`src/rtl/core85_pkg.sv`:
```
// core85_pkg -- shared constants for the 8085-style core control path.
//
// Holds the bit positions of the datapath enable vector (ienb) and of the
// decoded instruction info word (chk_i), plus the machine-cycle and T-state
// encodings used on the mcyc/tst outputs, including the HALT code.
package core85_pkg;

    // Width of the decoded instruction info word.
    localparam int CHK_W = 17;

    // ienb bit positions.
    localparam int IE_RRD = 0;
    localparam int IE_RWR = 1;
    localparam int IE_COD = 2;
    localparam int IE_EXT = 3;
    localparam int IE_PC  = 4;
    localparam int IE_PD  = 5;
    localparam int IE_NXT = 6;
    localparam int IE_W   = 7;

    // chk_i bit positions; the three 4-bit fields start at the _LO index
    // and are indexed by extra-cycle number (M2 -> +0 ... M5 -> +3).
    localparam int CK_GO6    = 0;
    localparam int CK_DAD    = 1;
    localparam int CK_HLT    = 2;
    localparam int CK_DIO    = 3;
    localparam int CK_EXT_LO = 4;
    localparam int CK_WR_LO  = 8;
    localparam int CK_DP_LO  = 12;
    localparam int CK_COND   = 16;

    // Machine-cycle encodings (mcyc output).
    localparam logic [2:0] MC_M1 = 3'd0;
    localparam logic [2:0] MC_M2 = 3'd1;
    localparam logic [2:0] MC_M3 = 3'd2;
    localparam logic [2:0] MC_M4 = 3'd3;
    localparam logic [2:0] MC_M5 = 3'd4;

    // T-state encodings (tst output); HALT shares the tst field.
    localparam logic [2:0] TS_T1   = 3'd0;
    localparam logic [2:0] TS_T2   = 3'd1;
    localparam logic [2:0] TS_T3   = 3'd2;
    localparam logic [2:0] TS_T4   = 3'd3;
    localparam logic [2:0] TS_T5   = 3'd4;
    localparam logic [2:0] TS_T6   = 3'd5;
    localparam logic [2:0] TS_HALT = 3'd7;

endpackage

```
`src/rtl/ctrlseq_cycsel.sv`:
```
// cycsel -- per-machine-cycle field select.
//
// Picks the write flag, data-pointer flag and continue flag that apply to the
// current machine cycle out of the latched instruction info fields.
//
// Ports:
//   info_i  in  12  chk bits [15:4]: [3:0] extra-cycle thermometer,
//                   [7:4] write flags, [11:8] data-pointer flags
//   mcyc_i  in  3   current machine cycle (M1..M5)
//   wr_o    out 1   current extra cycle is a write (0 in M1)
//   dp_o    out 1   current extra cycle uses the data pointer (0 in M1)
//   cont_o  out 1   another machine cycle follows this one (0 in M5)
module cycsel
    import core85_pkg::*;
(
    input  logic [11:0] info_i,
    input  logic [2:0]  mcyc_i,
    output logic        wr_o,
    output logic        dp_o,
    output logic        cont_o
);

    localparam int WO = CK_WR_LO - CK_EXT_LO;
    localparam int DO = CK_DP_LO - CK_EXT_LO;

    always_comb begin
        wr_o   = 1'b0;
        dp_o   = 1'b0;
        cont_o = 1'b0;
        case (mcyc_i)
            MC_M1: cont_o = info_i[0];
            MC_M2: begin
                wr_o   = info_i[WO];
                dp_o   = info_i[DO];
                cont_o = info_i[1];
            end
            MC_M3: begin
                wr_o   = info_i[WO + 1];
                dp_o   = info_i[DO + 1];
                cont_o = info_i[2];
            end
            MC_M4: begin
                wr_o   = info_i[WO + 2];
                dp_o   = info_i[DO + 2];
                cont_o = info_i[3];
            end
            MC_M5: begin
                // M5 is the last possible cycle: never continues.
                wr_o = info_i[WO + 3];
                dp_o = info_i[DO + 3];
            end
            default: ;
        endcase
    end

endmodule

```
`src/rtl/ctrlseq.sv`:
```
// ctrlseq -- machine-cycle / T-state sequencer for the 8085-style core.
//
// Steps M1 opcode fetch (T1-T4, optionally T5-T6) and up to four extra
// machine cycles (T1-T3 each), then returns to M1 or parks in HALT. All
// outputs decode from registered state; chk_i is captured at the end of M1 T4
// and later decisions use that copy.
//
// Build option: define CTRLSEQ_WAIT_EN to let ready=0 in T2 insert wait
// states; without it ready is ignored.
//
// Ports:
//   clk    in  1   core clock, rising edge
//   rst_   in  1   asynchronous active-low reset
//   chk_i  in  17  decoded instruction info
//   ready  in  1   memory ready (T2 wait states when enabled)
//   ienb   out 7   datapath enables RRD,RWR,COD,EXT,PC_,PD_,NXT
//   rd_    out 1   active-low read strobe
//   wr_    out 1   active-low write strobe
//   ale    out 1   address latch enable
//   iom    out 1   IO (1) / memory (0) cycle
//   mcyc   out 3   machine cycle, 0..4 = M1..M5
//   tst    out 3   T-state, 0..5 = T1..T6, 7 = HALT
//   ccc_q  out 1   condition bit latched at M1 T4
//   halt   out 1   HALT state indicator
module ctrlseq
    import core85_pkg::*;
(
    input  logic             clk,
    input  logic             rst_,
    input  logic [CHK_W-1:0] chk_i,
    input  logic             ready,
    output logic [IE_W-1:0]  ienb,
    output logic             rd_,
    output logic             wr_,
    output logic             ale,
    output logic             iom,
    output logic [2:0]       mcyc,
    output logic [2:0]       tst,
    output logic             ccc_q,
    output logic             halt
);

    // run_q is clear while reset holds and for the edge that releases it,
    // so the reset image (ale=0) is distinct from the first running M1 T1.
    logic             run_q;
    logic [2:0]       mcyc_q, mcyc_d;
    logic [2:0]       tst_q, tst_d;
    logic [CHK_W-1:0] chk_q, chk_d;

    logic cs_wr, cs_dp, cs_cont;
    logic stall;
    logic end_cyc, cont, go_halt;
    logic idle, active;
    logic go6_unused;

    assign go6_unused = chk_q[CK_GO6];

`ifdef CTRLSEQ_WAIT_EN
    assign stall = ~ready;
`else
    logic ready_unused;
    assign ready_unused = ready;
    assign stall        = 1'b0;
`endif

    cycsel u_cycsel (
        .info_i (chk_q[CK_DP_LO+3:CK_EXT_LO]),
        .mcyc_i (mcyc_q),
        .wr_o   (cs_wr),
        .dp_o   (cs_dp),
        .cont_o (cs_cont)
    );

    always_comb begin
        mcyc_d  = mcyc_q;
        tst_d   = tst_q;
        chk_d   = chk_q;
        end_cyc = 1'b0;
        cont    = 1'b0;
        go_halt = 1'b0;
        if (run_q) begin
            case (tst_q)
                TS_T1: tst_d = TS_T2;
                TS_T2: if (!stall) tst_d = TS_T3;
                TS_T3: begin
                    if (mcyc_q == MC_M1) begin
                        tst_d = TS_T4;
                    end else begin
                        end_cyc = 1'b1;
                        cont    = cs_cont;
                        go_halt = chk_q[CK_HLT];
                    end
                end
                TS_T4: begin
                    // Decode point: the only place chk_i is looked at. The
                    // short-M1 decision uses the live word on the same edge.
                    chk_d = chk_i;
                    if (chk_i[CK_GO6]) begin
                        tst_d = TS_T5;
                    end else begin
                        end_cyc = 1'b1;
                        cont    = chk_i[CK_EXT_LO];
                        go_halt = chk_i[CK_HLT];
                    end
                end
                TS_T5: tst_d = TS_T6;
                TS_T6: begin
                    end_cyc = 1'b1;
                    cont    = cs_cont;
                    go_halt = chk_q[CK_HLT];
                end
                default: ;  // HALT (and unused code 6) hold until reset
            endcase
            if (end_cyc) begin
                if (cont && (mcyc_q != MC_M5)) begin
                    mcyc_d = mcyc_q + 3'd1;
                    tst_d  = TS_T1;
                end else if (go_halt) begin
                    mcyc_d = MC_M1;
                    tst_d  = TS_HALT;
                end else begin
                    mcyc_d = MC_M1;
                    tst_d  = TS_T1;
                end
            end
        end
    end

    always_ff @(posedge clk or negedge rst_) begin
        if (!rst_) begin
            run_q  <= 1'b0;
            mcyc_q <= MC_M1;
            tst_q  <= TS_T1;
            chk_q  <= '0;
        end else begin
            run_q  <= 1'b1;
            mcyc_q <= mcyc_d;
            tst_q  <= tst_d;
            chk_q  <= chk_d;
        end
    end

    // DAD turns M2/M3 into bus-idle cycles.
    assign idle   = chk_q[CK_DAD] && ((mcyc_q == MC_M2) || (mcyc_q == MC_M3));
    assign active = run_q && (tst_q != TS_HALT);

    always_comb begin
        ienb = '0;
        rd_  = 1'b1;
        wr_  = 1'b1;
        ale  = 1'b0;
        iom  = 1'b0;
        if (active) begin
            if (mcyc_q == MC_M1) begin
                case (tst_q)
                    TS_T1: ale = 1'b1;
                    TS_T2: rd_ = 1'b0;
                    TS_T3: begin
                        rd_          = 1'b0;
                        ienb[IE_COD] = 1'b1;
                        ienb[IE_PC]  = 1'b1;
                    end
                    TS_T6: begin
                        // Register-pair update when no bus cycles follow.
                        if (chk_q[CK_EXT_LO +: 4] == 4'd0) begin
                            ienb[IE_EXT] = 1'b1;
                            ienb[IE_RWR] = 1'b1;
                        end
                    end
                    default: ;
                endcase
            end else begin
                ienb[IE_PD]  = cs_dp;
                ienb[IE_NXT] = (mcyc_q == MC_M3) || (mcyc_q == MC_M5);
                iom          = (mcyc_q == MC_M3) && chk_q[CK_DIO];
                if (idle) begin
                    if (tst_q == TS_T3) begin
                        ienb[IE_EXT] = 1'b1;
                        ienb[IE_RWR] = 1'b1;
                    end
                end else begin
                    case (tst_q)
                        TS_T1: ale = 1'b1;
                        TS_T2: begin
                            rd_ = cs_wr;
                            wr_ = ~cs_wr;
                        end
                        TS_T3: begin
                            rd_          = cs_wr;
                            wr_          = ~cs_wr;
                            ienb[IE_RWR] = cs_wr;
                            ienb[IE_RRD] = ~cs_wr;
                            ienb[IE_PC]  = ~cs_wr && ~cs_dp;
                        end
                        default: ;
                    endcase
                end
            end
        end
    end

    assign mcyc  = mcyc_q;
    assign tst   = tst_q;
    assign ccc_q = chk_q[CK_COND];
    assign halt  = (tst_q == TS_HALT);

endmodule

```
`config.mk`:
```
export PLATFORM = sky130hd
export DESIGN_NAME = ctrlseq
export DESIGN_NICKNAME = d
export VERILOG_FILES = /design/src/rtl/core85_pkg.sv /design/src/rtl/ctrlseq_cycsel.sv /design/src/rtl/ctrlseq.sv
export SDC_FILE = /design/constraint.sdc
export NUM_CORES = 1
export LEC_CHECK = 0
export ABC_AREA = 1
export BUFFER_PORTS_ARGS = -buffer_cell sky130_fd_sc_hd__buf_2
export CAP_MARGIN = 20
export CORE_UTILIZATION = 30
export DETAILED_ROUTE_END_ITERATION = 8
export GPL_ROUTABILITY_DRIVEN = 0
export PLACE_DENSITY = 0.47
export SKIP_LAST_GASP = 1
export SLEW_MARGIN = 5
export SYNTH_ARGS = -nofsm -noshare
export SYNTH_HDL_FRONTEND = slang
export SYNTH_HIERARCHICAL = 1
export SYNTH_SLANG_ARGS = --single-unit
export TNS_END_PERCENT = 30
```
`constraint.sdc`:
```
create_clock -name clk -period 3.3 [get_ports clk]
set_input_delay 0.165 -clock clk [delete_from_list [all_inputs] [get_ports clk]]
set_output_delay 0.165 -clock clk [all_outputs]
set_load 0.02 [all_outputs]
```
Word-level counts from Yosys, hierarchy flattened
Index checks and enable logic that the tools add are counted.
- add/sub/neg operators: 1
- $mul: 0
- divide/modulo/power cells: 0
- order comparisons: 0
- equality and inequality tests: 14
- shift operators: 0
- mux-type cells: 52
- bitwise logic cells: 2
- reductions and logical operators: 15
- operators with widths (operator ; number):
    $mux 1 ; 35
    $mux 3 ; 6
    $pmux 3 s5 ; 1
    $eq 3x2->1 const B ; 4
    $eq 3x3->1 const B ; 4
    $ne 3x3->1 const B ; 4
    $pmux 1 s4 ; 3
    $pmux 1 s3 ; 3
    $mux 7 ; 1
    $eq 3x1->1 const B ; 2
    $logic_not 3->1 ; 2
    $mux 2 ; 3
    $reduce_bool 6->1 ; 1
    $logic_and 1x1->1 ; 5
    $logic_not 4->1 ; 1
    $reduce_and 2->1 ; 2
    $reduce_and 4->1 ; 1
    $add 3x1->3 const B ; 1
    $logic_or 1x1->1 ; 2
    $not 1->1 ; 2
    $reduce_or 2->1 ; 1
- bits in registers: 24
- bits in latches: 0
- memory bits (writable): 0
- memory bits (read-only): 0
- bits of input ports: 20
- logic and storage cells: 88
- memories: 0

Logic depth before layout (Yosys ltp)
Gate-level depths: netlist of run 1.
- depth in word-level cells: 8
- depth in mapped cells: 15
- depth with buffers taken out: 14

Hierarchy
Netlist of run 1, hierarchy kept.
- modules (own cells, without submodules) (module ; times used ; cells each ; area each (um^2) ; seq. area each (um^2)):
    ctrlseq ; 1 ; 147 ; 1330.0 ; 575.6
    cycsel ; 1 ; 36 ; 188.9 ; 0.0

Worst setup path after synthesis of run 1
OpenSTA, ideal clock, no wires.
- kind: reg2out
- from: reg mcyc_q[0], in the netlist mcyc[0]
- to: out ienb[4]
- data arrival time: 2070 ps
- path slack: 1065 ps
- cell stages (with the launch flop): 9
- cells stage by stage: dfrtp_1 > inv_1 > ha_1 > inv_1 > nor2_1 > inv_1 > nand2_1 > nor3_1 > a21o_1
- cells in the longest elaborated chain, start to end: 8
- elaborated cells between the ends (all ways): 16
- ends and longest elaborated chain (what ; RTL line ; text):
    start, declared ; ctrlseq.sv:46 ; logic [2:0] mcyc_q, mcyc_d;
    start signal, assigned ; ctrlseq.sv:137 ; mcyc_q <= mcyc_d;
    $eq 3x3->1, or another cell as far along ; ctrlseq_cycsel.sv:30 ; case (mcyc_i)
    $pmux 1 s4 ; ctrlseq_cycsel.sv:30 ;
    $not 1->1 ; ctrlseq.sv:193 ; ienb[IE_PC] = ~cs_wr && ~cs_dp;
    $logic_and 1x1->1 ; ctrlseq.sv:193 ;
    $mux 1 ; ctrlseq.sv:182 ; case (tst_q)
    $mux 1 ; ctrlseq.sv:176 ; if (idle) begin
    $mux 2 * ; ctrlseq.sv:154 ; if (mcyc_q == MC_M1) begin
    $mux 7 * ; ctrlseq.sv:153 ; if (active) begin
    end, declared ; ctrlseq.sv:32 ; output logic [IE_W-1:0] ienb,
Every way passes the cells marked *; elsewhere a longest branch is shown, timed or not.

Final worst setup path of run 1
Same ends and word-level chain as after synthesis.

==> summary.txt, run 1 <==
Number of fill cells - 512
Clk_lat worst skew - 0.26 ns
Clk sinks - 23
Final setup fails - 0
Wire per inst - 11.3 um
Final nets - 246
Crit-path slowest cell - dfrtp_1
Largest net degree at the start of global routing - 24
DR vias - 1269
Yosys warns - 6
Dpl cells - 283
Relative slew slack - 0.649
Fin Clk Skew - 0.00636 ns
TNS Setup - 0 ns
Status - complete, no violations
Reg area - 576 sq um
Worst min path class - primary input to register
Tightest Pin Transition - 0.527 ns
Crit share post-route - 0.769
Chip height - 73.2 um
Die extent in x - 73.2 um
Root Buffer - clkbuf_8
Die Area - 5350 sq um
Post-synthesis sequential area ratio - 0.379
Reg clk slew, reported paths - 0.08 ns
RSZ-0062 raised after global routing - false
Area growth syn-to-layout - 18.7%
First-pass GRT wire length - 5.40 mm
CTS HTree Levels - 1
Synth area leader - dfrtp_1
Worst Path Max Fanout - 13
Detailed-placement wirelength estimate - 2.52 mm
Origin of the worst setup path - mcyc[0]
R2r setup slk - 1.16 ns
Post-Synthesis Cells - 183
Initial core utilization - 0.317
I/O pin count - 39
Critical path, cell by cell - inv_1 > ha_1 > inv_1 > nor2_1 > inv_1 > nand2_1 > nor3_1 > a21o_1 > buf_2
Number of max-cap violations - 0
Antenna violations before repair - 0
CP delay by family, top - flip-flops
Final min period - 2.54 ns
Worst setup endpoint - ienb[4]
FF+latch count, synth - 23
Drt drc - 0
Drt pass-1 iters - 4
Worst Path Buf+Inv - 4
Top cell type's share of synthesized area - 0.379
Vias per inst - 4.41
Arrival time at the worst endpoint - 2.37 ns
Post_cts resized - 0
Cell variety after synth - 33
Cell Pwr Density - 769 nW/um^2
Vias in the first global route - 1165
All-Layer GR Usage - 0.131
N_diodes - 0
DRT iter0 DRCs - 59
Antenna viol nets, final - 0
Final hold viol count - 0
Critical path type - register to output port
Num rows - 25
Max incr delay on CP - 0.68 ns
Syn_area_per_cell - 8.30 sq um
Critical R2R Capture - tst[0]
Mapped Area - 1520 sq um
Synth top area cells - dfrtp_1 38%, nand2_1 11%, mux2_4 7.9%
Final Non-Filler Cells - 288
CP Launch Type - register
Total CTS buffers - 3
Share of cells above drive strength 1 - 0.299
Max-slew violations - 0
Final WL - 3.24 mm
Port Buffers - 37
Critical Path Stages - 9
R2R depth - 11
Worst path required time - 3.13 ns
Worst setup EP type - output port
Peak supply drop - 0.291 mV
FF-to-FF Start - mcyc[0]
Worst path most repeated cell - inv_1
Multi-input logic area - 798 sq um
Core Region - 4790 sq um
CTS tree - built
Leak pwr - 0.982 nW
Mapped Nets - 207
CTS Buffer Depth - 2
Fmax - 0.394 GHz
GRT overflow - 0
Yosys cell counts (all sizes together):
library cell	number
conb	1
ha	4
a21o	1
o21ai	3
dfrtp	23
o2111ai	1
o21a	1
mux2	15
nand3	15
nor2	18
xor2	1
inv	25
o31ai	1
nor3	3
nand2	49
clkinv	2
nand4	10
nand3b	1
o211ai	1
buf	4
a21oi	4
stage by stage:
| step | cell area, sq um | utilization | setup slack [ns] | power [mW] | hold slack (ns) |
|---|---|---|---|---|---|
| 2_1_floorplan | 1520 | - | 1.06 | 1.07 | -0.131 |
| 6_report | 1800 | 0.377 | 0.764 | 1.39 | 0.105 |
| 3_5_place_dp | 1750 | 0.365 | 1.07 | 1.23 | 0.184 |
| 4_1_cts | 1800 | 0.377 | 0.749 | 1.41 | 0.0981 |
| 5_1_grt | 1800 | 0.377 | 0.554 | 1.52 | 0.102 |
| 3_3_place_gp | 1750 | 0.365 | 1.07 | 1.23 | 0.183 |
power breakdown:
| group | leakage (nW) | switching, mW | total [mW] | internal [mW] |
|---|---|---|---|---|
| Combinational | 0.679 | 0.384 | 0.668 | 0.284 |
| Sequential | 0.278 | 0.139 | 0.546 | 0.408 |
| Clock | 0.0255 | 0.0885 | 0.173 | 0.0841 |
metal layers:
metal / vias up / share of wire / global-route usage
li1: 670 / - / -
met1: 569 / 0.50 / 0.186
met2: 28 / 0.45 / 0.206
met3: 2 / 0.043 / 0.0207
met4: 0 / 0.0065 / 0.0327
met5: - / 0 / 0
timing repair:
| action | CTS | global route |
|---|---|---|
| setup buffers | 0 | 0 |
| hold buffers | 1 | 0 |
| hold endpoints to repair | 23 | 0 |
registers in the layout, summed over array words and instances (netlist names):
name / count
run_q: 1
mcyc: 3
chk_q: 16
tst: 3
layout make-up:
| class | count | area share |
|---|---|---|
| Clock inverter | 1 | 0.00278 |
| Timing Repair Buffer | 38 | 0.108 |
| Clock buffer | 3 | 0.0229 |
| Sequential cell | 23 | 0.319 |
| Inverter | 27 | 0.0576 |
| Tap cell | 67 | 0.0465 |
| Multi-Input combinational cell | 129 | 0.443 |
worst min-delay path by stage:
stage,cells after the start,slack (ns),from,endpoint
6_report,2,0.11,chk_i[9],chk_q[9]
5_1_grt,2,0.10,chk_i[10],chk_q[10]
3_3_place_gp,1,0.18,rst_,chk_q[13]
2_1_floorplan,0,-0.13,rst_,chk_q[10]
4_1_cts,2,0.1,chk_i[9],chk_q[9]
3_5_place_dp,1,0.18,rst_,chk_q[9]
logic make-up after synthesis:
group | count (synthesis) | share of synthesized area
xor+xnor | 1 | 0.00577
other cells | 1 | 0.00247
mux | 15 | 0.131
buf+inv | 31 | 0.0956
fa+ha+maj | 4 | 0.0330
flops | 23 | 0.379
compound gates | 12 | 0.0511
simple gates | 96 | 0.302
cell usage in the layout (no fill, tap or decap), drive strengths merged:
master,instances
nand2,49
buf,37
inv,25
dfrtp,23
nor2,18
nand3,15
mux2,15
nand4,10
a21oi,4
ha,4
nor3,3
clkbuf,3
clkinv,3
o21ai,3
o211ai,1
a21o,1
o31ai,1
o21a,1
o2111ai,1
xor2,1
nand3b,1
dlygate4sd3,1
conb,1
(Power assumes the default switching activity.)
==> run 2, diff against run 1 <==
==> constraint.sdc (replaced) <==
create_clock -name clk -period 2.4 [get_ports clk]
set_input_delay 0.12 -clock clk [delete_from_list [all_inputs] [get_ports clk]]
set_output_delay 0.12 -clock clk [all_outputs]
set_load 0.02 [all_outputs]
==> run 2 against run 1 <==
Effect of this change: global-route usage shrank 0.21 points; critical path type unchanged; clock power up 40%; first-iteration DRC count up 25%; core utilization grew 0.31 points; die area unchanged; wire length decreased by 1.9%; sequential power grew 32%; count of clock-buffer cells in the layout stayed put; sequential share of layout area shrank 0.26 points; non-clock buffer count is 2 higher; combinational power up 44%.
==> summary.txt, run 2 (same netlist as run 1, synthesis figures left out) <==
TNS Setup - 0 ns (unchanged)
Post-CTS Setup Bufs - 0 (unchanged)
Internal Power - 1.08 mW (+39%)
Final hold viol count - 0 (unchanged)
DRT iter0 DRCs - 74 (+25%)
Hold path cells - 2 (unchanged)
RSZ-0062 raised after global routing - false
Fmax - 0.467 GHz
Commonest cells after routing, fill and taps aside - 44 x nand2_1, 37 x buf_2, 23 x dfrtp_1
Power share of the clock group - 0.126 (+0.002)
All-Layer GR Usage - 0.129 (-0.00212)
Reg power frac - 0.375 (-0.019)
Biggest register - chk_q
Final Hold Slack - 0.0548 ns (-0.0505 ns)
CP Launch Type - register
Critical path, cell by cell - inv_1 > ha_1 > inv_1 > nor2_1 > inv_1 > nand2_1 > nor3_1 > a21o_1 > buf_2
Tightest Pin Transition - 0.524 ns (-0.00336 ns)
Worst Path Max Fanout - 5 (-8)
Crit share post-route - 0.892
N_diodes - 0 (unchanged)
CTS HTree Levels - 1 (unchanged)
Port Buffers - 37 (unchanged)
CP delay by family, top - buffers and inverters
Die extent in x - 73.2 um (unchanged)
Worst path most repeated cell - inv_1
Combinational power share - 0.500 (+0.018)
Fin Clk Skew - 0.00376 ns (-0.00259 ns)
Largest net degree at the start of global routing - 24 (unchanged)
Peak supply drop - 0.415 mV (+42%)
Final Non-Filler Cells - 290 (+0.69%)
Die Area - 5350 sq um (unchanged)
I/O pin count - 39 (unchanged)
CTS Buffer Depth - 2 (unchanged)
Pre-CTS worst setup slack - 0.525 ns (-0.544 ns)
Antenna viol nets, final - 0 (unchanged)
Switch share - 0.440 (-0.000500)
Crit-path slowest cell - dfrtp_1
Worst setup EP type - output port
PnR worst setup slack - 0.260 ns (-0.504 ns)
Chip height - 73.2 um (unchanged)
Final min period - 2.14 ns
Drt pass-1 iters - 4 (unchanged)
Dpl cells - 285 (+0.71%)
Arrival time at the worst endpoint - 2.02 ns (-0.35 ns)
First-pass GRT wire length - 5.25 mm (-2.8%)
Reg clk slew, reported paths - 0.08 ns (about the same)
Number of max-cap violations - 0 (unchanged)
Status - complete, no violations
Worst path required time - 2.28 ns (-0.85 ns)
Max reg flops - 16 (unchanged)
Max-slew violations - 0 (unchanged)
Leak pwr - 0.992 nW (+1.1%)
Wire per inst - 11.0 um (-2.6%)
Final nets - 248 (+0.81%)
Critical Path Stages - 9 (unchanged)
GRT overflow - 0 (unchanged)
Vias per inst - 4.40 (-0.14%)
Relative slew slack - 0.651 (+0.00224)
Critical path type - register to output port
Final WL - 3.18 mm (-1.9%)
Root Buffer - clkbuf_8
Area growth syn-to-layout - 19.7%
Cell Pwr Density - 1060 nW/um^2 (+38%)
Total CTS buffers - 3 (unchanged)
Share of cells above drive strength 1 - 0.305 (+0.00629)
Vias in the first global route - 1141 (-2.1%)
Antenna violations before repair - 0 (unchanged)
Core Region - 4790 sq um (unchanged)
Final core occ - 0.380 (+0.00314)
Worst min path class - primary input to register
Final setup fails - 0 (unchanged)
Commonest non-fill, non-tap cell in the layout - nand2_1
Drt drc - 0 (unchanged)
Num rows - 25 (unchanged)
Detailed-placement wirelength estimate - 2.50 mm (-0.70%)
Worst Path Buf+Inv - 4 (unchanged)
Initial core utilization - 0.317 (unchanged)
Clk sinks - 23 (unchanged)
Clk_lat worst skew - 0.27 ns (about the same)
Psw - 0.848 mW (+39%)
Max incr delay on CP - 0.43 ns (-0.25 ns)
R2R depth - 11 (unchanged)
CTS tree - built
DR vias - 1276 (+0.55%)
## run 2: layout make-up
| class | count | area (sq um) |
|---|---|---|
| repair buffers | 40 | 210 |
| multi-input cells | 129 | 798 |
| fillers | 498 | 2970 |
| well taps | 67 | 83.8 |
| flip-flops and latches | 23 | 576 |
| clock inverters | 1 | 5.00 |
| clock buffers | 3 | 41.3 |
| inverters | 27 | 104 |
## run 2: stage by stage
| stage | power [mW] | area, sq um |
|---|---|---|
| after CTS | 1.95 | 1820 |
| after global routing | 2.11 | 1820 |
| after floorplan | 1.47 | 1520 |
| after global placement | 1.70 | 1760 |
| final | 1.93 | 1820 |
| after detailed placement | 1.70 | 1760 |
## run 2: metal layers
| layer | share of wire | vias up | GRT usage |
|---|---|---|---|
| met1 | 0.51 | 560 | 0.172 |
| met2 | 0.43 | 35 | 0.206 |
| met5 | 0 | - | 0 |
| met3 | 0.043 | 5 | 0.0180 |
| li1 | - | 676 | - |
| met4 | 0.016 | 0 | 0.0566 |
## run 2: power by group through the flow
stage               clock network [mW]  logic [mW]  registers, mW
floorplan                            0       0.745          0.724
global placement                     0       0.969          0.734
detailed placement                   0       0.965          0.732
CTS                              0.257       0.969          0.726
global route                     0.271        1.08          0.757
finish                           0.242       0.963          0.722
## run 2: timing repair
| item | in CTS | in global routing |
|---|---|---|
| endpoints found under the hold margin | 23 | 0 |
| setup endpoints to repair | 0 | 0 |
| resized for setup | 0 | 0 |
| hold buffers | 1 | 0 |
## run 2: path summary, 6_finish.rpt
kind	start	end	slack, ns
setup / recovery	mcyc[0]	ienb[4]	0.26
hold / removal	chk_i[8]	chk_q[8]	0.05
setup reg to reg	mcyc[0]	tst[0]	0.49
hold reg to reg	chk_q[9]	chk_q[9]	0.50
max in group asynchronous	rst_	tst[1]	1.69
min in group asynchronous	rst_	chk_q[8]	0.35
